--- config.mk ---
export PLATFORM = sky130hd
export DESIGN_NAME = flow_writer_flat
export DESIGN_NICKNAME = d
export VERILOG_FILES = /design/src/rtl/flow_writer_if.sv /design/src/rtl/flow_writer.sv /design/src/flat_wrapper.sv
export SDC_FILE = /design/constraint.sdc
export NUM_CORES = 1
export LEC_CHECK = 0
export CORE_UTILIZATION = 38
export DETAILED_ROUTE_END_ITERATION = 8
export PLACE_DENSITY_LB_ADDON = 0.3
export SYNTH_ARGS = -nofsm -noshare
export SYNTH_HDL_FRONTEND = slang
export SYNTH_SLANG_ARGS = --single-unit
--- constraint.sdc ---
create_clock -name clk -period 2.9 [get_ports clk]
set_input_delay 0.87 -clock clk [delete_from_list [all_inputs] [get_ports clk]]
set_output_delay 0.87 -clock clk [all_outputs]
set_load 0.005 [all_outputs]
--- src/rtl/flow_writer_if.sv ---
// flow_writer_if - request, memory-port and hash-unit signals of the flow writer.
// The writer drives the master side; the control path, table memory and the
// shared hash unit sit on the slave side.

`ifndef QUAD_BUS
`define QUAD_BUS 63:0
`endif
`ifndef BYTE_BUS
`define BYTE_BUS 7:0
`endif
`ifndef ADDR_BUS
`define ADDR_BUS 15:0
`endif
`ifndef DATA_BUS
`define DATA_BUS 31:0
`endif
`ifndef HASH_BUS
`define HASH_BUS 7:0
`endif
`ifndef MAX_VAL_LEN
`define MAX_VAL_LEN 12
`endif

interface flow_writer_if;
  // request side
  logic                                  start_i;
  logic [`QUAD_BUS]                      key_i;
  logic [5:0]                            key_len_i;
  logic [`MAX_VAL_LEN-1:0][`BYTE_BUS]    flow_val_i;
  logic [5:0]                            val_len_i;
  logic                                  ready_o;
  logic                                  error_o;
  logic                                  collision_o;

  // table memory port
  logic                                  mem_ce_o;
  logic                                  mem_we_o;
  logic [`ADDR_BUS]                      mem_addr_o;
  logic [3:0]                            mem_width_o;
  logic [`DATA_BUS]                      mem_data_o;
  logic [`DATA_BUS]                      mem_data_i;

  // shared hash unit
  logic                                  hash_start;
  logic [`QUAD_BUS]                      hash_key;
  logic [`HASH_BUS]                      hash_val;
  logic                                  hash_ready;

  modport master (
    input  start_i, key_i, key_len_i, flow_val_i, val_len_i,
    input  mem_data_i, hash_val, hash_ready,
    output ready_o, error_o, collision_o,
    output mem_ce_o, mem_we_o, mem_addr_o, mem_width_o, mem_data_o,
    output hash_start, hash_key
  );

  modport slave (
    output start_i, key_i, key_len_i, flow_val_i, val_len_i,
    output mem_data_i, hash_val, hash_ready,
    input  ready_o, error_o, collision_o,
    input  mem_ce_o, mem_we_o, mem_addr_o, mem_width_o, mem_data_o,
    input  hash_start, hash_key
  );
endinterface

--- src/rtl/flow_writer.sv ---
// flow_writer - installs one exact-match flow entry (key bytes then value
// bytes) into the byte-addressed flow table at
// LOGIC_START_ADDR + hash(key)*LOGIC_ENTRY_LEN, one byte per cycle.
// Optional feature macro: FLOW_WRITER_COLLISION_EN - read the slot back first
// and refuse to overwrite a slot that already holds a different key.

`ifndef QUAD_BUS
`define QUAD_BUS 63:0
`endif
`ifndef BYTE_BUS
`define BYTE_BUS 7:0
`endif
`ifndef ADDR_BUS
`define ADDR_BUS 15:0
`endif
`ifndef DATA_BUS
`define DATA_BUS 31:0
`endif
`ifndef HASH_BUS
`define HASH_BUS 7:0
`endif
`ifndef MAX_VAL_LEN
`define MAX_VAL_LEN 12
`endif

module flow_writer #(
  parameter int LOGIC_ENTRY_LEN  = 16,
  parameter int LOGIC_START_ADDR = 128
) (
  input  logic          clk,
  input  logic          rst,
  flow_writer_if.master bus
);

  typedef logic [`ADDR_BUS]                   addr_t;
  typedef logic [`DATA_BUS]                   data_t;
  typedef logic [`MAX_VAL_LEN-1:0][`BYTE_BUS] val_t;

  typedef enum logic [2:0] {
    FREE      = 3'd0,
    HASH      = 3'd1,
`ifdef FLOW_WRITER_COLLISION_EN
    CHECK     = 3'd2,
`endif
    WRITE_KEY = 3'd3,
    WRITE_VAL = 3'd4,
    DONE      = 3'd5
  } state_t;

  state_t     state, state_nxt;
  logic [63:0] key_q, key_nxt, key_masked;
  val_t       val_q, val_nxt;
  logic [5:0] key_len_q, key_len_nxt;
  logic [5:0] val_len_q, val_len_nxt;
  addr_t      base_q, base_nxt;
  logic [5:0] cnt_q, cnt_nxt;
  logic       hash_start_q, hash_start_nxt;
  logic       error_q, error_nxt;
  logic       len_bad;
  logic [31:0] base_calc;

  logic       mem_ce, mem_we, ready;
  addr_t      mem_addr;
  logic [7:0] mem_byte;

`ifdef FLOW_WRITER_COLLISION_EN
  logic       collision_q, collision_nxt;
  logic       seen_nz_q, seen_nz_nxt;
  logic       seen_diff_q, seen_diff_nxt;
  logic       rd_nz, rd_diff;
`endif

  // Byte idx of a key, byte 0 being the most significant.
  function automatic logic [7:0] key_byte(input logic [63:0] k, input logic [5:0] idx);
    logic [63:0] s;
    s = k << (8 * idx[2:0]);
    return s[63:56];
  endfunction

  // State and datapath registers; reset drops everything back to idle.
  always_ff @(posedge clk) begin
    if (rst) begin
      state        <= FREE;
      key_q        <= '0;
      val_q        <= '0;
      key_len_q    <= '0;
      val_len_q    <= '0;
      base_q       <= '0;
      cnt_q        <= '0;
      hash_start_q <= 1'b0;
      error_q      <= 1'b0;
`ifdef FLOW_WRITER_COLLISION_EN
      collision_q  <= 1'b0;
      seen_nz_q    <= 1'b0;
      seen_diff_q  <= 1'b0;
`endif
    end else begin
      state        <= state_nxt;
      key_q        <= key_nxt;
      val_q        <= val_nxt;
      key_len_q    <= key_len_nxt;
      val_len_q    <= val_len_nxt;
      base_q       <= base_nxt;
      cnt_q        <= cnt_nxt;
      hash_start_q <= hash_start_nxt;
      error_q      <= error_nxt;
`ifdef FLOW_WRITER_COLLISION_EN
      collision_q  <= collision_nxt;
      seen_nz_q    <= seen_nz_nxt;
      seen_diff_q  <= seen_diff_nxt;
`endif
    end
  end

  // Next-state, datapath updates and memory-port drive for the current state.
  always_comb begin
    state_nxt      = state;
    key_nxt        = key_q;
    val_nxt        = val_q;
    key_len_nxt    = key_len_q;
    val_len_nxt    = val_len_q;
    base_nxt       = base_q;
    cnt_nxt        = cnt_q;
    hash_start_nxt = hash_start_q;
    error_nxt      = error_q;
    mem_ce         = 1'b0;
    mem_we         = 1'b0;
    mem_addr       = '0;
    mem_byte       = '0;
    ready          = 1'b0;
    key_masked     = '0;
`ifdef FLOW_WRITER_COLLISION_EN
    collision_nxt  = collision_q;
    seen_nz_nxt    = seen_nz_q;
    seen_diff_nxt  = seen_diff_q;
    rd_nz          = 1'b0;
    rd_diff        = 1'b0;
`endif

    for (int i = 0; i < 8; i++) begin
      if (i < int'(bus.key_len_i)) begin
        key_masked[63-8*i -: 8] = bus.key_i[63-8*i -: 8];
      end
    end

    len_bad = (bus.key_len_i == 6'd0) || (bus.key_len_i > 6'd8) ||
              (bus.val_len_i > 6'(`MAX_VAL_LEN)) ||
              ((7'(bus.key_len_i) + 7'(bus.val_len_i)) > 7'(LOGIC_ENTRY_LEN));

    base_calc = 32'(LOGIC_START_ADDR) + 32'(bus.hash_val) * 32'(LOGIC_ENTRY_LEN);

    case (state)
      FREE: begin
        if (bus.start_i) begin
          key_nxt     = key_masked;
          val_nxt     = bus.flow_val_i;
          key_len_nxt = bus.key_len_i;
          val_len_nxt = bus.val_len_i;
          if (len_bad) begin
            error_nxt = 1'b1;
            state_nxt = DONE;
          end else begin
            hash_start_nxt = 1'b1;
            state_nxt      = HASH;
          end
        end
      end

      HASH: begin
        if (bus.hash_ready) begin
          hash_start_nxt = 1'b0;
          base_nxt       = addr_t'(base_calc);
          cnt_nxt        = '0;
`ifdef FLOW_WRITER_COLLISION_EN
          seen_nz_nxt    = 1'b0;
          seen_diff_nxt  = 1'b0;
          state_nxt      = CHECK;
`else
          state_nxt      = WRITE_KEY;
`endif
        end
      end

`ifdef FLOW_WRITER_COLLISION_EN
      CHECK: begin
        mem_ce        = 1'b1;
        mem_addr      = base_q + addr_t'(cnt_q);
        rd_nz         = seen_nz_q | (bus.mem_data_i[7:0] != 8'd0);
        rd_diff       = seen_diff_q | (bus.mem_data_i[7:0] != key_byte(key_q, cnt_q));
        seen_nz_nxt   = rd_nz;
        seen_diff_nxt = rd_diff;
        if (cnt_q == key_len_q - 6'd1) begin
          cnt_nxt = '0;
          if (rd_nz && rd_diff) begin
            collision_nxt = 1'b1;
            state_nxt     = DONE;
          end else begin
            state_nxt     = WRITE_KEY;
          end
        end else begin
          cnt_nxt = cnt_q + 6'd1;
        end
      end
`endif

      WRITE_KEY: begin
        mem_ce   = 1'b1;
        mem_we   = 1'b1;
        mem_addr = base_q + addr_t'(cnt_q);
        mem_byte = key_byte(key_q, cnt_q);
        if (cnt_q == key_len_q - 6'd1) begin
          cnt_nxt   = '0;
          state_nxt = (val_len_q == 6'd0) ? DONE : WRITE_VAL;
        end else begin
          cnt_nxt = cnt_q + 6'd1;
        end
      end

      WRITE_VAL: begin
        mem_ce   = 1'b1;
        mem_we   = 1'b1;
        mem_addr = base_q + addr_t'(key_len_q) + addr_t'(cnt_q);
        mem_byte = val_q[cnt_q[3:0]];
        if (cnt_q == val_len_q - 6'd1) begin
          cnt_nxt   = '0;
          state_nxt = DONE;
        end else begin
          cnt_nxt = cnt_q + 6'd1;
        end
      end

      DONE: begin
        ready = 1'b1;
        if (!bus.start_i) begin
          error_nxt = 1'b0;
`ifdef FLOW_WRITER_COLLISION_EN
          collision_nxt = 1'b0;
`endif
          state_nxt = FREE;
        end
      end

      default: state_nxt = FREE;
    endcase
  end

  assign bus.mem_ce_o    = mem_ce;
  assign bus.mem_we_o    = mem_we;
  assign bus.mem_addr_o  = mem_addr;
  assign bus.mem_width_o = 4'd1;
  assign bus.mem_data_o  = data_t'(mem_byte);
  assign bus.ready_o     = ready;
  assign bus.error_o     = error_q;
  assign bus.hash_start  = hash_start_q;
  assign bus.hash_key    = key_q;
`ifdef FLOW_WRITER_COLLISION_EN
  assign bus.collision_o = collision_q;
`else
  assign bus.collision_o = 1'b0;
`endif

endmodule
--- src/flat_wrapper.sv ---
// flat-port wrapper written by rule: the top's interface ports become plain ports
module flow_writer_flat 
#(
  parameter int LOGIC_ENTRY_LEN  = 16,
  parameter int LOGIC_START_ADDR = 128
)
  (clk, rst, bus_start_i, bus_key_i, bus_key_len_i, bus_flow_val_i, bus_val_len_i, bus_mem_data_i, bus_hash_val, bus_hash_ready, bus_ready_o, bus_error_o, bus_collision_o, bus_mem_ce_o, bus_mem_we_o, bus_mem_addr_o, bus_mem_width_o, bus_mem_data_o, bus_hash_start, bus_hash_key);
  flow_writer_if bus_i ();
  input  logic clk;
  input  logic rst;
  input wire logic [$bits(bus_i.start_i)-1:0] bus_start_i;
  input wire logic [$bits(bus_i.key_i)-1:0] bus_key_i;
  input wire logic [$bits(bus_i.key_len_i)-1:0] bus_key_len_i;
  input wire logic [$bits(bus_i.flow_val_i)-1:0] bus_flow_val_i;
  input wire logic [$bits(bus_i.val_len_i)-1:0] bus_val_len_i;
  input wire logic [$bits(bus_i.mem_data_i)-1:0] bus_mem_data_i;
  input wire logic [$bits(bus_i.hash_val)-1:0] bus_hash_val;
  input wire logic [$bits(bus_i.hash_ready)-1:0] bus_hash_ready;
  output wire logic [$bits(bus_i.ready_o)-1:0] bus_ready_o;
  output wire logic [$bits(bus_i.error_o)-1:0] bus_error_o;
  output wire logic [$bits(bus_i.collision_o)-1:0] bus_collision_o;
  output wire logic [$bits(bus_i.mem_ce_o)-1:0] bus_mem_ce_o;
  output wire logic [$bits(bus_i.mem_we_o)-1:0] bus_mem_we_o;
  output wire logic [$bits(bus_i.mem_addr_o)-1:0] bus_mem_addr_o;
  output wire logic [$bits(bus_i.mem_width_o)-1:0] bus_mem_width_o;
  output wire logic [$bits(bus_i.mem_data_o)-1:0] bus_mem_data_o;
  output wire logic [$bits(bus_i.hash_start)-1:0] bus_hash_start;
  output wire logic [$bits(bus_i.hash_key)-1:0] bus_hash_key;
  assign bus_i.start_i = bus_start_i;
  assign bus_i.key_i = bus_key_i;
  assign bus_i.key_len_i = bus_key_len_i;
  assign bus_i.flow_val_i = bus_flow_val_i;
  assign bus_i.val_len_i = bus_val_len_i;
  assign bus_i.mem_data_i = bus_mem_data_i;
  assign bus_i.hash_val = bus_hash_val;
  assign bus_i.hash_ready = bus_hash_ready;
  assign bus_ready_o = bus_i.ready_o;
  assign bus_error_o = bus_i.error_o;
  assign bus_collision_o = bus_i.collision_o;
  assign bus_mem_ce_o = bus_i.mem_ce_o;
  assign bus_mem_we_o = bus_i.mem_we_o;
  assign bus_mem_addr_o = bus_i.mem_addr_o;
  assign bus_mem_width_o = bus_i.mem_width_o;
  assign bus_mem_data_o = bus_i.mem_data_o;
  assign bus_hash_start = bus_i.hash_start;
  assign bus_hash_key = bus_i.hash_key;
  flow_writer #(.LOGIC_ENTRY_LEN(LOGIC_ENTRY_LEN), .LOGIC_START_ADDR(LOGIC_START_ADDR)) u_core (.clk(clk), .rst(rst), .bus(bus_i));
endmodule
; ---- Yosys cells after proc, flatten, opt, wreduce, memory -nomap -nowiden
; Index checks and enable logic that the tools add are counted.
[totals]
reg_bits = 199
in_bits = 216
output_inout_bits = 122
wordCells = 104
[classes]
addsub = 8
order_cmp = 12
eq_ne = 13
shifts = 1
mux = 34
n_reduce_logical = 16
[op_table]
columns = operator, n
row1 = 8-bit two-way mux, 9
row2 = 64-bit by 6-bit << shifter with 64-bit output, 1
row3 = 16-bit by 6-bit adder with 16-bit output, 3
row4 = 8-bit binary-select mux with 4-bit select, 1
row5 = 16-bit one-hot mux with 2 select lines, 1
row6 = "3-bit by 6-bit less-than comparator with 1-bit output, first input constant", 4
row7 = 3-bit two-way mux, 6
row8 = 6-bit two-way mux, 3
row9 = 6-bit one-hot mux with 3 select lines, 1
row10 = 8-bit one-hot mux with 2 select lines, 1
row11 = 3-bit one-hot mux with 5 select lines, 1
row12 = "8-bit by 12-bit adder with 13-bit output, first input constant", 1
row13 = 6-bit == test, 2
row14 = "6-bit by 4-bit > comparator with 1-bit output, second input constant", 2
row15 = 6-bit logical NOT, 2
row16 = "1-bit by 6-bit less-than comparator with 1-bit output, first input constant", 2
row17 = "2-bit by 6-bit less-than comparator with 1-bit output, first input constant", 2
row18 = "6-bit by 1-bit subtractor with 6-bit output, second input constant", 2
row19 = 1-bit two-way mux, 9
row20 = "2-bit inequality test, second input constant", 4
row21 = 4-bit AND reduction, 2
row22 = 6-bit by 6-bit adder with 7-bit output, 1
row23 = "7-bit by 5-bit > comparator with 1-bit output, second input constant", 1
row24 = "6-bit by 1-bit adder with 6-bit output, second input constant", 1
row25 = 13 further kinds, 22

; ---- Logic depth before layout (Yosys ltp)
; Gate-level depths: netlist (run 1).
[logic_depth]
word_depth = 7
depth_mapped = 10
ltp_nobuf = 10

; ---- Worst setup path before layout (run 1)
; Ideal clock, no wire load.
[synth_path]
path_kind = register to output
from = reg u_core.cnt_q[4]
to = out bus_mem_addr_o[12]
arrival_ns = 2.304
required_time_ns = 2.030
path_slack_ns = -0.274
stages_incl_launch_ff = 10
path_buffers = 0
path_cell_list = dfxtp_1 inv_1 fa_1 inv_1 ha_1 inv_1 o21ai_0 and3_1 a21oi_1 o311ai_0
[synth_via]
elab_chain_cells = 2
elab_cells_between_ends = 3
cone_classes = add/sub: 2 / mux: 1
[synth_rtl]
columns = element, line
row1 = from (decl), flow_writer.sv:56  ; logic [5:0] cnt_q, cnt_nxt;
row2 = from (signal assigned), flow_writer.sv:104  ; cnt_q <= cnt_nxt;
row3 = 16-bit by 6-bit adder with 16-bit output (on tied branches), "flow_writer.sv:222, flow_writer.sv:209"
row4 = 16-bit one-hot mux with 2 select lines *, flow_writer.sv:152  ; case (state)
row5 = to (decl), flat_wrapper.sv:24  ; output wire logic [$bits(bus_i.mem_addr_o)-1:0] bus_mem_addr_o;
; Mark *: on every way between the ends. The rest lies on a longest branch, timed or not.

; ---- Worst setup path in the final report (run 1)
[layout_path]
from = reg u_core.cnt_q[4]
to = out bus_mem_addr_o[9]
; The elaborated chain is that of the path after synthesis.

==> results.py, run 1 <==
metrics = {
    "yosys": {
        "avgSynthCellArea_um2": 8.53,
        "syn_inst": 1139,
        "synth.top_cell.area_share_pct": 39.6,
        "yosysTopAreaCell": "dfxtp_1",
        "yosys_register_bits": 192,
        "yosys_warnings": 0,
        "async_reset_ff_share_pct": 0,
        "synth-edff-count": 0,
        "yosysSeqAreaShare_pct": 39.6,
        "synth_area_um2": 9710,
        "ys_top_cells_by_area": "dfxtp_1, nand2_1, mux4_2",
        "synth_cell_types": 63,
        "ys.flop_type": "dfxtp_1",
    },
    "detailed_routing": {
        "drt_pass1_iterations": 9,
        "wl_um": 31800,
        "wl_per_cell_um": 17.6,
        "post-route-drc-count": 0,
        "ant_nets": 0,
        "vias": 9390,
        "drt_iter0_drc": 561,
        "avgViaCountPerCell": 5.19,
    },
    "worst_setup_path": {
        "path_class": "flop to output pin",
        "cp-start-kind": "flop",
        "reg2reg_from": "u_core.cnt_q[1]$_SDFFE_PP0P_",
        "critPathRequiredTime_ns": 2.03,
        "crit_path_end_kind": "output pin",
        "crit_fanout": 2,
        "crit_arrival_ns": 2.68,
        "crit_start": "u_core.cnt_q[4]$_SDFFE_PP0P_",
        "reg2reg_slack_ns": 0.41,
        "rr_endpoint": "u_core.cnt_q[0]$_SDFFE_PP0P_",
        "rr_worst_depth": 11,
    },
    "global_routing": {
        "grt.overflow.total": 0,
        "grt_pass1_vias": 8987,
        "grt_max_degree": 101,
        "grt_use_total_pct": 23.5,
        "grt_pass1_wl_um": 48000,
        "grt_antenna_before_repair": 1,
    },
    "place": {
        "place_area_um2": 13100,
        "preCtsSetupSlack_ns": -0.679,
        "gp_congestion": 0.834,
        "dp_hpwl_um": 22500,
        "numPortBuffers": 274,
        "placed_cells": 1741,
    },
    "sta": {
        "setup_violations": 19,
        "hold_viol": 0,
        "max_freq_mhz": 281,
        "rsz0062_at_grt": "true",
        "max_slew.worst_pin.slew_ns": 0.796,
        "clock_skew_ns": 0.0159,
        "period_share_pct": 123,
        "setup_tns_ns": -7.72,
        "finalWorstSetupSlack_ns": -0.653,
        "slew_headroom_pct": 46.9,
        "min_period_ns": 3.55,
        "finalMaxSlewViolations": 0,
    },
    "outcome": {
        "violations": "setup timing",
        "status": "finished, violations left",
    },
    "pwr": {
        "power_density_nw_per_um2": 711,
        "pwr-share-clk_pct": 23.5,
        "p_seq_share_pct": 33.9,
        "combinationalPowerShare_pct": 42.5,
        "p_leak_nw": 5.43,
        "p_total_mw": 10.2,
        "p_switching_mw": 3.69,
        "vdd_ir_drop_max_mv": 0.377,
        "p_int_mw": 6.55,
        "sw_frac_of_total_pct": 36.0,
    },
    "cells_and_area": {
        "drive_above_1_share_pct": 19.8,
        "num-nets-final": 1708,
        "design_area_um2": 14400,
        "syn_to_final_growth_pct": 48.2,
        "final_cells": 1809,
    },
    "cts": {
        "cts.sinks": 192,
        "cts_hold_buf": 0,
        "htreeDepth": 4,
        "clockBufferDepth": 2,
        "root_buffer": "clkbuf_16",
        "cts_tree": "built",
        "worstSkewPairLatency_ns": 0.44,
        "cts_buffers": 17,
        "clk_transition_reported_paths_ns": 0.08,
    },
    "worst_hold_path": {
        "hp-start": "u_core.val_q[53]$_SDFFE_PP0P_",
        "whs_endpoint": "u_core.val_q[53]$_SDFFE_PP0P_",
        "hold_path_class": "flop to flop",
        "holdPathStages": 2,
    },
    "floorplanning": {
        "initial_core_util_pct": 38.7,
        "die_area_um2": 26200,
        "core_um2": 25100,
        "boundaryPins": 338,
        "num_rows": 58,
        "die_h_um": 162,
        "die_w_um": 162,
    },
    "job": {
        "cap_violations": 0,
    },
}
==> sequential cells by signal (all words and copies together) (netlist names) <==
| signal | flops |
|---|---|
| u_core.val_q | 96 |
| u_core.bus.hash_key | 64 |
| u_core.base_q | 9 |
| u_core.cnt_q | 6 |
| u_core.key_len_q | 6 |
| u_core.val_len_q | 6 |
| u_core.state | 3 |
| u_core.bus.error_o | 1 |
| u_core.bus.hash_start | 1 |
==> power groups by stage <==
stage	combinational [mW]	sequential, mW	clock, mW
final	4.36	3.48	2.41
after global routing	4.73	3.53	2.56
after CTS	4.17	3.46	2.45
after detailed placement	3.87	3.51	0
after global placement	3.82	3.49	0
after floorplan	2.33	3.42	0
==> what timing repair did <==
action | CTS | global route
pin swaps | 30 | 39
setup buffers | 15 | 20
gates cloned | 2 | 2
hold endpoints to repair | 0 | 0
endpoints found under the setup margin | 25 | 26
gates resized for setup | 136 | 67
==> placed cells by master (no fill, tap or decap), types with 10 or more instances in the layout <==
cell type	netlist	routed
clkbuf_16	0	19
mux4_2	40	40
clkdlybuf4s50_1	0	251
a21oi_2	1	10
buf_2	31	17
nor2_1	97	91
a22oi_1	59	57
nand3_1	20	19
mux2i_1	17	13
buf_6	4	12
dfxtp_1	192	183
buf_4	36	87
conb_1	2	31
xnor2_1	15	15
inv_1	25	19
a21oi_1	147	138
ha_1	22	15
nand2_1	256	255
==> metal layers <==
layer | up-vias | global-route usage, % | part of all wire, %
met2 | 298 | 40.4 | 50
met4 | 0 | 5.66 | 1.4
met1 | 4496 | 29.5 | 42
met5 | - | 0 | 0
li1 | 4568 | - | -
met3 | 28 | 5.59 | 6.3
==> through the flow <==
| step | hold slack [ns] | util, % |
|---|---|---|
| 2_1_floorplan | 0.433 | - |
| 3_3_place_gp | 0.439 | 52.0 |
| 3_5_place_dp | 0.444 | 52.0 |
| 4_1_cts | 0.455 | 55.8 |
| 5_1_grt | 0.472 | 57.3 |
| 6_report | 0.452 | 57.3 |
==> kinds of logic after synthesis <==
kind of cell | Yosys count | share of synthesized area, %
simple gates | 415 | 17.4
compound gates | 282 | 18.1
flops | 192 | 39.6
buf+inv | 138 | 7.43
mux | 58 | 11.1
fa+ha+maj | 27 | 3.86
xor+xnor | 25 | 2.33
other cells | 2 | 0.0773
==> layout make-up <==
cell class	count	area, um^2
clock inverters	13	165
inverters	25	96.3
diodes	1	2.50
fillers	2327	10700
repair buffers	391	3820
multi-input cells	838	5600
flip-flops and latches	192	3860
well taps	330	413
clock buffers	19	443
==> cell usage after synthesis, drive strengths merged (9+ instances only) <==
| master | n |
|---|---|
| mux4 | 40 |
| nand3 | 20 |
| a21oi | 148 |
| buf | 73 |
| mux2i | 17 |
| nor2 | 99 |
| ha | 22 |
| nor3 | 11 |
| xnor2 | 16 |
| inv | 25 |
| nand2 | 256 |
| xor2 | 9 |
| o21ai | 15 |
| dfxtp | 192 |
| o22ai | 10 |
| a22oi | 59 |
| clkbuf | 40 |
==> worst max-delay path by stage <==
stage	endpoint	slack (ns)	cells after the start
finish	bus_mem_addr_o[9]	-0.65	11
global placement	bus_mem_addr_o[13]	-0.60	11
global route	bus_mem_addr_o[12]	-0.75	11
CTS	bus_mem_addr_o[11]	-0.69	12
floorplan	bus_mem_addr_o[11]	0.005	9
detailed placement	u_core.state[2]$_SDFFE_PP0P_	-0.68	11
==> critical path, cell delays in order, from the launching register on <==
cell and delay, ns:
dfxtp_4 0.36, inv_4 0.03, fa_1 0.54, inv_2 0.05, ha_4 0.23, o21a_1 0.11
o21a_1 0.20, o31a_1 0.27, buf_6 0.14, nor2_4 0.11, o22ai_2 0.08, buf_2 0.13
Note: power is estimated with default switching activity, not from simulation.
==> run 2: changes to the inputs <==
- CTS_CLUSTER_SIZE: default -> 30
==> results of run 2 <==
The final DEF is identical to that of run 1; final timing and power are the same.
==> run 3: changes to the inputs <==
- CELL_PAD_IN_SITES_DETAIL_PLACEMENT: default -> 1
- CELL_PAD_IN_SITES_GLOBAL_PLACEMENT: default -> 1
- CORE_UTILIZATION: 38 -> 30
==> results.py, run 3 (synthesis gave the netlist of run 1 again) <==
metrics = {
    "outcome": {
        "status": "finished, violations left",
        "violations": "setup timing",
    },
    "cells_and_area": {
        "num-nets-final": 1712,
        "final_util_pct": 45.5,
        "design_area_um2": 14400,
        "drive_above_1_share_pct": 18.8,
        "largest_register": "u_core.val_q",
        "mostFrequentLayoutCell": "nand2_1",
        "largest_reg_flops": 96,
        "final_cell_mix": "nand2_1, clkdlybuf4s50_1, dfxtp_1",
        "syn_to_final_growth_pct": 48.5,
    },
    "worst_setup_path": {
        "cp-start-kind": "flop",
        "critPathRequiredTime_ns": 2.03,
        "path_class": "flop to output pin",
        "crit_arrival_ns": 2.75,
        "crit_fanout": 2,
        "crit_start": "u_core.base_q[4]$_SDFFE_PP0P_",
        "crit_path_end_kind": "output pin",
        "reg2reg_from": "u_core.cnt_q[1]$_SDFFE_PP0P_",
    },
    "floorplanning": {
        "core_um2": 31700,
        "num_rows": 65,
        "initial_core_util_pct": 30.6,
        "boundaryPins": 338,
        "die_area_um2": 33100,
        "die_h_um": 182,
        "die_w_um": 182,
    },
    "global_routing": {
        "grt.overflow.total": 0,
        "grt_pass1_wl_um": 55000,
        "grt_use_total_pct": 21.4,
        "grt_max_degree": 95,
        "grt_pass1_vias": 9830,
        "grt_antenna_before_repair": 4,
    },
    "sta": {
        "rsz0062_at_grt": "true",
        "max_slew.worst_pin.slew_ns": 0.895,
        "hold-worst-slack_ns": 0.453,
        "hold_viol": 0,
        "min_period_ns": 3.62,
        "finalWorstSetupSlack_ns": -0.722,
        "finalMaxSlewViolations": 0,
        "clock_skew_ns": 0.0181,
        "setup_tns_ns": -8.67,
        "period_share_pct": 125,
        "slew_headroom_pct": 40.3,
        "max_freq_mhz": 276,
        "setup_violations": 19,
    },
    "place": {
        "gp_congestion": 0.788,
        "numPortBuffers": 274,
        "place_area_um2": 13200,
        "dp_hpwl_um": 25900,
    },
    "pwr": {
        "p_seq_share_pct": 33.4,
        "p_int_mw": 6.50,
        "p_leak_nw": 5.44,
        "pwr-share-clk_pct": 23.6,
        "combinationalPowerShare_pct": 43.0,
        "p_switching_mw": 3.90,
        "p_total_mw": 10.4,
        "vdd_ir_drop_max_mv": 0.499,
        "sw_frac_of_total_pct": 37.5,
        "power_density_nw_per_um2": 721,
    },
    "worst_hold_path": {
        "hp-start": "u_core.val_q[80]$_SDFFE_PP0P_",
        "hold_path_class": "flop to flop",
    },
    "detailed_routing": {
        "drt_iter0_drc": 518,
        "drt_pass1_iterations": 5,
        "post-route-drc-count": 0,
        "ant_nets": 0,
        "vias": 9492,
        "wl_per_cell_um": 19.4,
        "wl_um": 36600,
        "avgViaCountPerCell": 5.03,
    },
    "cts": {
        "cts_hold_buf": 0,
        "cts_tree": "built",
        "root_buffer": "clkbuf_16",
        "cts.sinks": 192,
        "htreeDepth": 4,
        "clk_transition_reported_paths_ns": 0.09,
        "cts_buffers": 17,
        "clockBufferDepth": 2,
        "worstSkewPairLatency_ns": 0.44,
    },
    "job": {
        "cap_violations": 0,
    },
}
## run 3: per-layer routing
layer	vias up	share of wire, %	global-route usage [%]
li1	4576	-	-
met1	4663	43	25.8
met2	215	50	38.1
met3	34	5.1	4.99
met4	4	1.8	5.82
met5	-	0.071	0
## run 3: power by group through the flow
stage | logic [mW] | clock network (mW) | registers, mW
finish | 4.47 | 2.46 | 3.47
CTS | 4.40 | 2.51 | 3.47
detailed placement | 4.01 | 0 | 3.51
floorplan | 2.33 | 0 | 3.42
global placement | 3.95 | 0 | 3.49
global route | 4.85 | 2.62 | 3.53
## run 3: per-stage QoR
stage,std cells,setup slack (ns)
6_report,1886,-0.722
5_1_grt,1886,-0.829
4_1_cts,1872,-0.721
3_5_place_dp,1819,-0.669
3_3_place_gp,1819,-0.633
2_1_floorplan,1168,0.00458
## run 3: final timing paths
path,slack (ns),cells past startpoint,endpoint
max,-0.72,11,bus_mem_addr_o[11]
min,0.45,2,u_core.val_q[80]$_SDFFE_PP0P_
max reg2reg,0.57,9,u_core.cnt_q[0]$_SDFFE_PP0P_
min reg2reg,0.45,2,u_core.val_q[80]$_SDFFE_PP0P_
## run 3: critical path: stages, from the launching register on
cell and delay [ns]:
dfxtp_2 0.35, inv_2 0.04, fa_1 0.56, inv_2 0.06, ha_4 0.21, o21a_1 0.12, o21a_1 0.20, o31a_1 0.28
buf_6 0.14, o21bai_1 0.13, a22oi_1 0.10, buf_2 0.13
## run 3: timing repair
action | 4_1_cts | 5_1_grt
gates resized for setup | 143 | 27
endpoints found under the setup margin | 25 | 24
gates cloned | 1 | 3
buffers inserted | 21 | 13
pin swaps | 28 | 25
## run 3: area by class of cell
type	count	area, um^2
tap	402	503
sequential	192	3860
clock buffer	18	439
antenna	2	5.00
inverter	25	96.3
timing repair buffer	395	3840
multi-input combinational	838	5500
fill	3642	17300
clock inverter	14	180
